**config.mk**
```make
export PLATFORM = sky130hd
export DESIGN_NAME = box_initiator
export DESIGN_NICKNAME = d
export VERILOG_FILES = /design/src/rtl/box_initiator.sv
export SDC_FILE = /design/constraint.sdc
export NUM_CORES = 1
export LEC_CHECK = 0
export BUFFER_PORTS_ARGS = -buffer_cell sky130_fd_sc_hd__buf_2
export CAP_MARGIN = 5
export CELL_PAD_IN_SITES_DETAIL_PLACEMENT = 1
export CELL_PAD_IN_SITES_GLOBAL_PLACEMENT = 2
export CORE_MARGIN = 3
export CORE_UTILIZATION = 25
export CTS_CLUSTER_DIAMETER = 200
export DETAILED_ROUTE_END_ITERATION = 7
export MAX_ROUTING_LAYER = met4
export PLACE_DENSITY_LB_ADDON = 0.25
export SYNTH_ARGS = -nofsm -noshare
export SYNTH_HDL_FRONTEND = slang
export SYNTH_SLANG_ARGS = --single-unit
```
**constraint.sdc**
```tcl
create_clock -name clk -period 2 [get_ports clk]
set_input_delay 0.1 -clock clk [delete_from_list [all_inputs] [get_ports clk]]
set_output_delay 0.1 -clock clk [all_outputs]
set_load 0.01 [all_outputs]
```
**src/rtl/box_initiator.sv**
```systemverilog
// box_initiator: turns single read/write commands into box register-file strobes
// and returns one response per command, flagging reads that never see read_active.
module box_initiator #(
  parameter int unsigned DATA_W  = 8,
  parameter int unsigned ADDR_W  = 2,
  parameter int unsigned TIMEOUT = 8
) (
  input  logic              clk,
  input  logic              rst,
  // command channel
  input  logic              cmd_valid,
  output logic              cmd_ready,
  input  logic              cmd_write,
  input  logic [ADDR_W-1:0] cmd_addr,
  input  logic [DATA_W-1:0] cmd_wdata,
  // response channel
  output logic              rsp_valid,
  input  logic              rsp_ready,
  output logic [DATA_W-1:0] rsp_rdata,
  output logic              rsp_err,
  // box register-file port
  output logic              box_read_enable,
  output logic              box_write_enable,
  output logic [DATA_W-1:0] box_write_data,
  output logic [ADDR_W-1:0] box_address,
  input  logic [DATA_W-1:0] box_read_data,
  input  logic              box_read_active,
  // status
  output logic              busy
);

  typedef enum logic [2:0] {
    S_IDLE,
    S_WRITE,
    S_READ,
    S_WAIT,
    S_RESP
  } state_t;

  // The wait counter is sized for the largest legal TIMEOUT (255).
  localparam logic [7:0] WAIT_LAST = 8'(TIMEOUT - 1);

  state_t            state_q, state_d;
  logic              cmd_ready_q, cmd_ready_d;
  logic              rsp_valid_q, rsp_valid_d;
  logic [DATA_W-1:0] rsp_rdata_q, rsp_rdata_d;
  logic              rsp_err_q, rsp_err_d;
  logic              box_re_q, box_re_d;
  logic              box_we_q, box_we_d;
  logic [ADDR_W-1:0] box_addr_q, box_addr_d;
  logic [DATA_W-1:0] box_wdata_q, box_wdata_d;
  logic [7:0]        wait_cnt_q, wait_cnt_d;
  logic              busy_q, busy_d;

  // Next-state and registered-output computation; every output is a flop.
  always_comb begin
    state_d     = state_q;
    cmd_ready_d = 1'b0;
    rsp_valid_d = rsp_valid_q;
    rsp_rdata_d = rsp_rdata_q;
    rsp_err_d   = rsp_err_q;
    box_re_d    = 1'b0;
    box_we_d    = 1'b0;
    box_addr_d  = box_addr_q;
    box_wdata_d = box_wdata_q;
    wait_cnt_d  = wait_cnt_q;

    unique case (state_q)
      S_IDLE: begin
        if (cmd_valid && cmd_ready_q) begin
          box_addr_d  = cmd_addr;
          box_wdata_d = cmd_wdata;
          if (cmd_write) begin
            box_we_d = 1'b1;
            state_d  = S_WRITE;
          end else begin
            box_re_d   = 1'b1;
            wait_cnt_d = '0;
            state_d    = S_READ;
          end
        end else begin
          // Also raises cmd_ready on the first edge after reset release.
          cmd_ready_d = 1'b1;
        end
      end

      S_WRITE: begin
        rsp_valid_d = 1'b1;
        rsp_rdata_d = '0;
        rsp_err_d   = 1'b0;
        state_d     = S_RESP;
      end

      S_READ: begin
        state_d = S_WAIT;
      end

      S_WAIT: begin
        // Data is tested before the timeout so it wins on the final wait edge.
        if (box_read_active) begin
          rsp_valid_d = 1'b1;
          rsp_rdata_d = box_read_data;
          rsp_err_d   = 1'b0;
          state_d     = S_RESP;
        end else if (wait_cnt_q == WAIT_LAST) begin
          rsp_valid_d = 1'b1;
          rsp_rdata_d = '0;
          rsp_err_d   = 1'b1;
          state_d     = S_RESP;
        end else begin
          wait_cnt_d = wait_cnt_q + 8'd1;
        end
      end

      S_RESP: begin
        if (rsp_ready) begin
          rsp_valid_d = 1'b0;
          rsp_rdata_d = '0;
          rsp_err_d   = 1'b0;
          cmd_ready_d = 1'b1;
          state_d     = S_IDLE;
        end
      end

      default: begin
        state_d = S_IDLE;
      end
    endcase

    busy_d = (state_d != S_IDLE);
  end

  // State and output registers; asynchronous active-low reset clears everything.
  always_ff @(posedge clk or negedge rst) begin
    if (!rst) begin
      state_q     <= S_IDLE;
      cmd_ready_q <= 1'b0;
      rsp_valid_q <= 1'b0;
      rsp_rdata_q <= '0;
      rsp_err_q   <= 1'b0;
      box_re_q    <= 1'b0;
      box_we_q    <= 1'b0;
      box_addr_q  <= '0;
      box_wdata_q <= '0;
      wait_cnt_q  <= '0;
      busy_q      <= 1'b0;
    end else begin
      state_q     <= state_d;
      cmd_ready_q <= cmd_ready_d;
      rsp_valid_q <= rsp_valid_d;
      rsp_rdata_q <= rsp_rdata_d;
      rsp_err_q   <= rsp_err_d;
      box_re_q    <= box_re_d;
      box_we_q    <= box_we_d;
      box_addr_q  <= box_addr_d;
      box_wdata_q <= box_wdata_d;
      wait_cnt_q  <= wait_cnt_d;
      busy_q      <= busy_d;
    end
  end

  assign cmd_ready        = cmd_ready_q;
  assign rsp_valid        = rsp_valid_q;
  assign rsp_rdata        = rsp_rdata_q;
  assign rsp_err          = rsp_err_q;
  assign box_read_enable  = box_re_q;
  assign box_write_enable = box_we_q;
  assign box_write_data   = box_wdata_q;
  assign box_address      = box_addr_q;
  assign busy             = busy_q;

endmodule

```
**After elaboration in Yosys (flattened, before gate mapping)**

Cells that the tools add are included.
Widths: inputs -> output; s select.

- Add/subtract/negate cells: 1
- Equality and inequality tests: 11
- Mux-type cells: 30
- Reductions and logical operators: 8

Operators by type and width:

| operator | count |
|---|---|
| $mux 8 | 7 |
| $pmux 8 s3 | 1 |
| $pmux 8 s2 | 1 |
| $pmux 3 s5 | 1 |
| $mux 1 | 12 |
| $mux 3 | 4 |
| $ne 2x2->1 const B | 5 |
| $add 8x1->8 const B | 1 |
| $eq 8x3->1 const B | 1 |
| $eq 3x2->1 const B | 2 |
| $pmux 1 s3 | 2 |
| $reduce_bool 3->1 | 2 |
| $reduce_and 5->1 | 1 |
| $eq 3x1->1 const B | 1 |
| $eq 3x3->1 const B | 1 |
| $logic_not 3->1 | 1 |
| $ne 3x3->1 const B | 1 |
| $reduce_and 3->1 | 1 |
| $mux 2 | 1 |
| $pmux 1 s2 | 1 |
| $reduce_and 2->1 | 1 |
| $reduce_bool 2->1 | 1 |
| $logic_and 1x1->1 | 1 |

- Register bits: 35
- Input port bits: 24
- Output and inout bits: 24
- Word-level logic and storage cells: 61

**Depth between registers and ports, before layout**

- Depth after elaboration: 5
- Depth in mapped cells: 5
- Mapped depth without buffers: 5

**Worst setup path before layout**

Ideal clock, no wire load.

- Path type: reg2reg
- From: reg wait_cnt_q[4]
- To: reg rsp_rdata_q[0], in the netlist rsp_rdata[0]
- Library setup time: 121 ps
- Arrival: 1613 ps
- Data required time: 1879 ps
- Path slack: 266 ps
- Stages on the path, launching flop included: 6
- Buffers on the path: 1
- Period minus slack after synthesis: 1734 ps
- Path through: dfrtp_1 > or4_1 > buf_6 > o311ai_4 > o21ai_2 > a22o_1

- Word-level cells in the longest chain between the ends: 3

RTL lines:

| item | RTL line | source |
|---|---|---|
| from (decl) | 52 | `logic [7:0] wait_cnt_q, wait_cnt_d;` |
| from (signal assigned) | 157 | `wait_cnt_q <= wait_cnt_d;` |
| $eq 8x3->1 | 105 | `end else if (wait_cnt_q == WAIT_LAST) begin` |
| $ne 3x3->1 (no line) | n/a |  |
| $reduce_and 3->1 (no line) | n/a |  |
| to (signal assigned) | 151 | `rsp_rdata_q <= rsp_rdata_d;` |
| to (decl) | 46 | `logic [DATA_W-1:0] rsp_rdata_q, rsp_rdata_d;` |

No other way between the ends.
A chain may end at the register's enable or synchronous reset.

**Worst setup path after layout**

- From: reg wait_cnt_q[4]
- To: reg rsp_rdata_q[6], in the netlist rsp_rdata[6]

The elaborated chain is that of the path after synthesis.

==> impl_metrics.yaml <==
outcome:
  status: "completed"
routing:
  vias: 1176
  drt-total-wl_mm: 3.54
  drc: 0
  wl_per_cell_um: 14.0
  drt_iter0_markers: 56
  via_per_inst: 4.67
  drt_first_pass_iters: 4
  ant_nets: 0
min_path:
  hold_path.startpoint: "box_read_data[4]"
  hold_path_depth: 2
  hold_path_end: "rsp_rdata[4]$_DFFE_PN0P_"
  hold_class: "in2reg"
synth:
  syn_area_per_cell_um2: 12.2
  synth_cells: 126
  syn-num-nets: 151
  ys_seq_area_share_pct: 57.1
  ys_async_sr_fraction_pct: 100
  synth_cell_types: 37
  syn_area_mm2: 0.00153
  synthFlopType: "dfrtp_1"
  synth_area_leaders: "dfrtp_1 57%, mux2_2 7.3%, a22o_1 4.6%"
  yosys_warnings: 0
  yosysTopAreaCellShare_pct: 57.1
  synth_edf_count: 0
  ys_seq_elements: 35
  synth_top_area_cell: "dfrtp_1"
global_route:
  grt_pass1_wl_mm: 6.04
  grt_max_degree: 36
  track_usage_pct: 10.9
  grt_remaining_overflow: 0
  grt_pass1_vias: 1257
  antenna_found_initial: 0
worst_setup_path:
  reg2reg_setup_slack_ps: 210
  critPathArrivalTime_ps: 1950
  slowest_delay_ps: 610
  path_delay_family: "compound AO/OA/AOI/OAI gates"
  crit_type: "reg2reg"
  r2r_end: "rsp_rdata[6]$_DFFE_PN0P_"
  reg2reg_from: "wait_cnt_q[4]$_DFFE_PN0P_"
  worstPathRequired_ps: 2160
  cp_slowest_cell: "or4_4"
  worstPathCellList: "or4_4, o311ai_4, o21ai_2, a22o_1"
  crit_start: "wait_cnt_q[4]$_DFFE_PN0P_"
  cp-end-kind: "flip-flop"
  startpoint_type: "flip-flop"
  cp_num_buf_inv: 0
  r2r_cells: 4
  cp_max_fo: 8
place:
  place_congestion: 0.783
  hpwlAfterDp_mm: 2.79
  place_worst_setup_slack_ps: 88.9
  io_buffers: 47
clock_network:
  cts_root_buf: "clkbuf_8"
  clockBufferDepth: 2
  worstSkewPairLatency_ps: 280
  clk_pin_slew_ps: 70
  cts_made_buffers: 5
  cts_tree: "built"
  cts.htree.levels: 2
  cts.sinks: 35
timing:
  post-route-period-util_pct: 89.4
  skew_ps: 4.45
  layout_setup_ws_ps: 211
  setup_viol: 0
  final_hold_viol_count: 0
  clock.fmax_mhz: 559
  relSlewSlack_pct: 49.1
  period_minus_slack_ps: 1790
  rsz0062_at_grt: "false"
  setup_tns_ps: 0
  tightest_slew_ps: 764
  maxSlewViolCount: 0
final_layout:
  synthToLayoutAreaGrowth_pct: 27.5
  drive_gt1_share_pct: 43.3
  final_nets: 205
  num-fill-cells: 658
  diodes: 0
pwr:
  p_leak_uw: 0.000969
  cellPowerDensity_mw_per_mm2: 1250
  peakVddDrop_mv: 0.420
die:
  fp.dieH_um: 84.3
  initial_core_util_pct: 26.9
  dieArea_mm2: 0.00711
  die_w_um: 84.3
  rows: 27
  core-area_mm2: 0.00571
  io_pins: 48
run:
  cap_violations: 0
==> synthesized netlist by cell type (all sizes together) (2+ instances only) <==
| library cell | number |
|---|---|
| dfrtp | 35 |
| nand2 | 14 |
| mux2 | 10 |
| a22o | 8 |
| nor2 | 5 |
| o21ai | 5 |
| a21oi | 4 |
| nand3 | 4 |
| nor3 | 4 |
| o31ai | 4 |
| or2 | 4 |
| inv | 3 |
| nor2b | 3 |
| and3 | 2 |
| buf | 2 |
| mux2i | 2 |
| or4 | 2 |
| xor2 | 2 |
==> layout by cell type, fill, tap and decap left out, types with 2 or more instances in the layout <==
| cell | Yosys | final |
|---|---|---|
| nand3_1 | 4 | 4 |
| o21ai_0 | 4 | 4 |
| buf_4 | 0 | 2 |
| nor2b_1 | 3 | 3 |
| nor3_1 | 3 | 3 |
| dfrtp_1 | 35 | 35 |
| mux2i_1 | 2 | 2 |
| clkbuf_8 | 0 | 6 |
| xor2_1 | 2 | 2 |
| or2_2 | 3 | 3 |
| a22o_1 | 8 | 8 |
| buf_2 | 1 | 47 |
| nand2_1 | 14 | 14 |
| nor2_1 | 5 | 5 |
| o31ai_1 | 3 | 3 |
| inv_1 | 3 | 3 |
| mux2_2 | 10 | 10 |
| a21oi_1 | 4 | 4 |
==> flip-flops by register name, indices dropped and copies added (netlist names) <==
register,count
cmd_ready,1
box_write_enable,1
state_q,3
wait_cnt_q,8
busy,1
box_read_enable,1
rsp_err,1
box_address,2
rsp_rdata,8
box_write_data,8
rsp_valid,1
==> layer usage <==
metal | global-route usage [%] | wire [um] | part of all wire [%]
met1 | 12.6 | 1520 | 43
met5 | - | 0 | 0
met3 | 3.73 | 237 | 6.7
met4 | 3.45 | 54 | 1.5
met2 | 17.9 | 1720 | 49
==> cell families after synthesis <==
| family | after synthesis | share of synthesized area, % |
|---|---|---|
| flip-flops | 35 | 57.1 |
| multiplexers | 12 | 8.65 |
| XOR/XNOR | 2 | 1.14 |
| adder cells (fa/ha/maj) | 1 | 0.816 |
| AO/OA/AOI/OAI | 25 | 14.0 |
| AND/OR/NAND/NOR | 45 | 16.2 |
| buffers and inverters | 6 | 2.04 |
==> repair_timing <==
item                                    in CTS  in global routing
endpoints found under the setup margin       0                 10
gates resized for setup                      0                  1
buffers inserted                             0                  0
hold endpoints to repair                    35                  0
hold buffers                                 1                  0
==> through the flow <==
step | util, % | total power (uW) | hold WS [ps] | cells | area (um2)
floorplan | - | 1610 | -196 | 126 | 1530
CTS | 34.2 | 2510 | 29.9 | 252 | 1950
global route | 34.3 | 2650 | 34.5 | 252 | 1960
global placement | 32.5 | 1940 | 217 | 244 | 1850
finish | 34.3 | 2450 | 45.4 | 252 | 1960
detailed placement | 32.5 | 1990 | 222 | 244 | 1850
==> power breakdown <==
group          switching, uW  internal [uW]
sequential               145            939
clock                    233            270
combinational            440            426
==> final cells by class <==
cell class | instances | area (um2) | share of cell area [%]
flip-flops and latches | 35 | 876 | 44.8
multi-input cells | 85 | 631 | 32.2
repair buffers | 50 | 260 | 13.3
well taps | 72 | 90.1 | 4.61
clock buffers | 6 | 82.6 | 4.22
inverters | 3 | 11.3 | 0.576
clock inverters | 1 | 5.00 | 0.256
==> worst max-delay path by stage <==
stage               depth (start not counted)                         to
finish                                      4   rsp_rdata[6]$_DFFE_PN0P_
CTS                                         4   rsp_rdata[3]$_DFFE_PN0P_
global route                                5  wait_cnt_q[7]$_DFFE_PN0P_
global placement                            4   rsp_rdata[4]$_DFFE_PN0P_
detailed placement                          4   rsp_rdata[3]$_DFFE_PN0P_
floorplan                                   5   rsp_rdata[0]$_DFFE_PN0P_
Note: power is estimated with default switching activity, not from simulation.
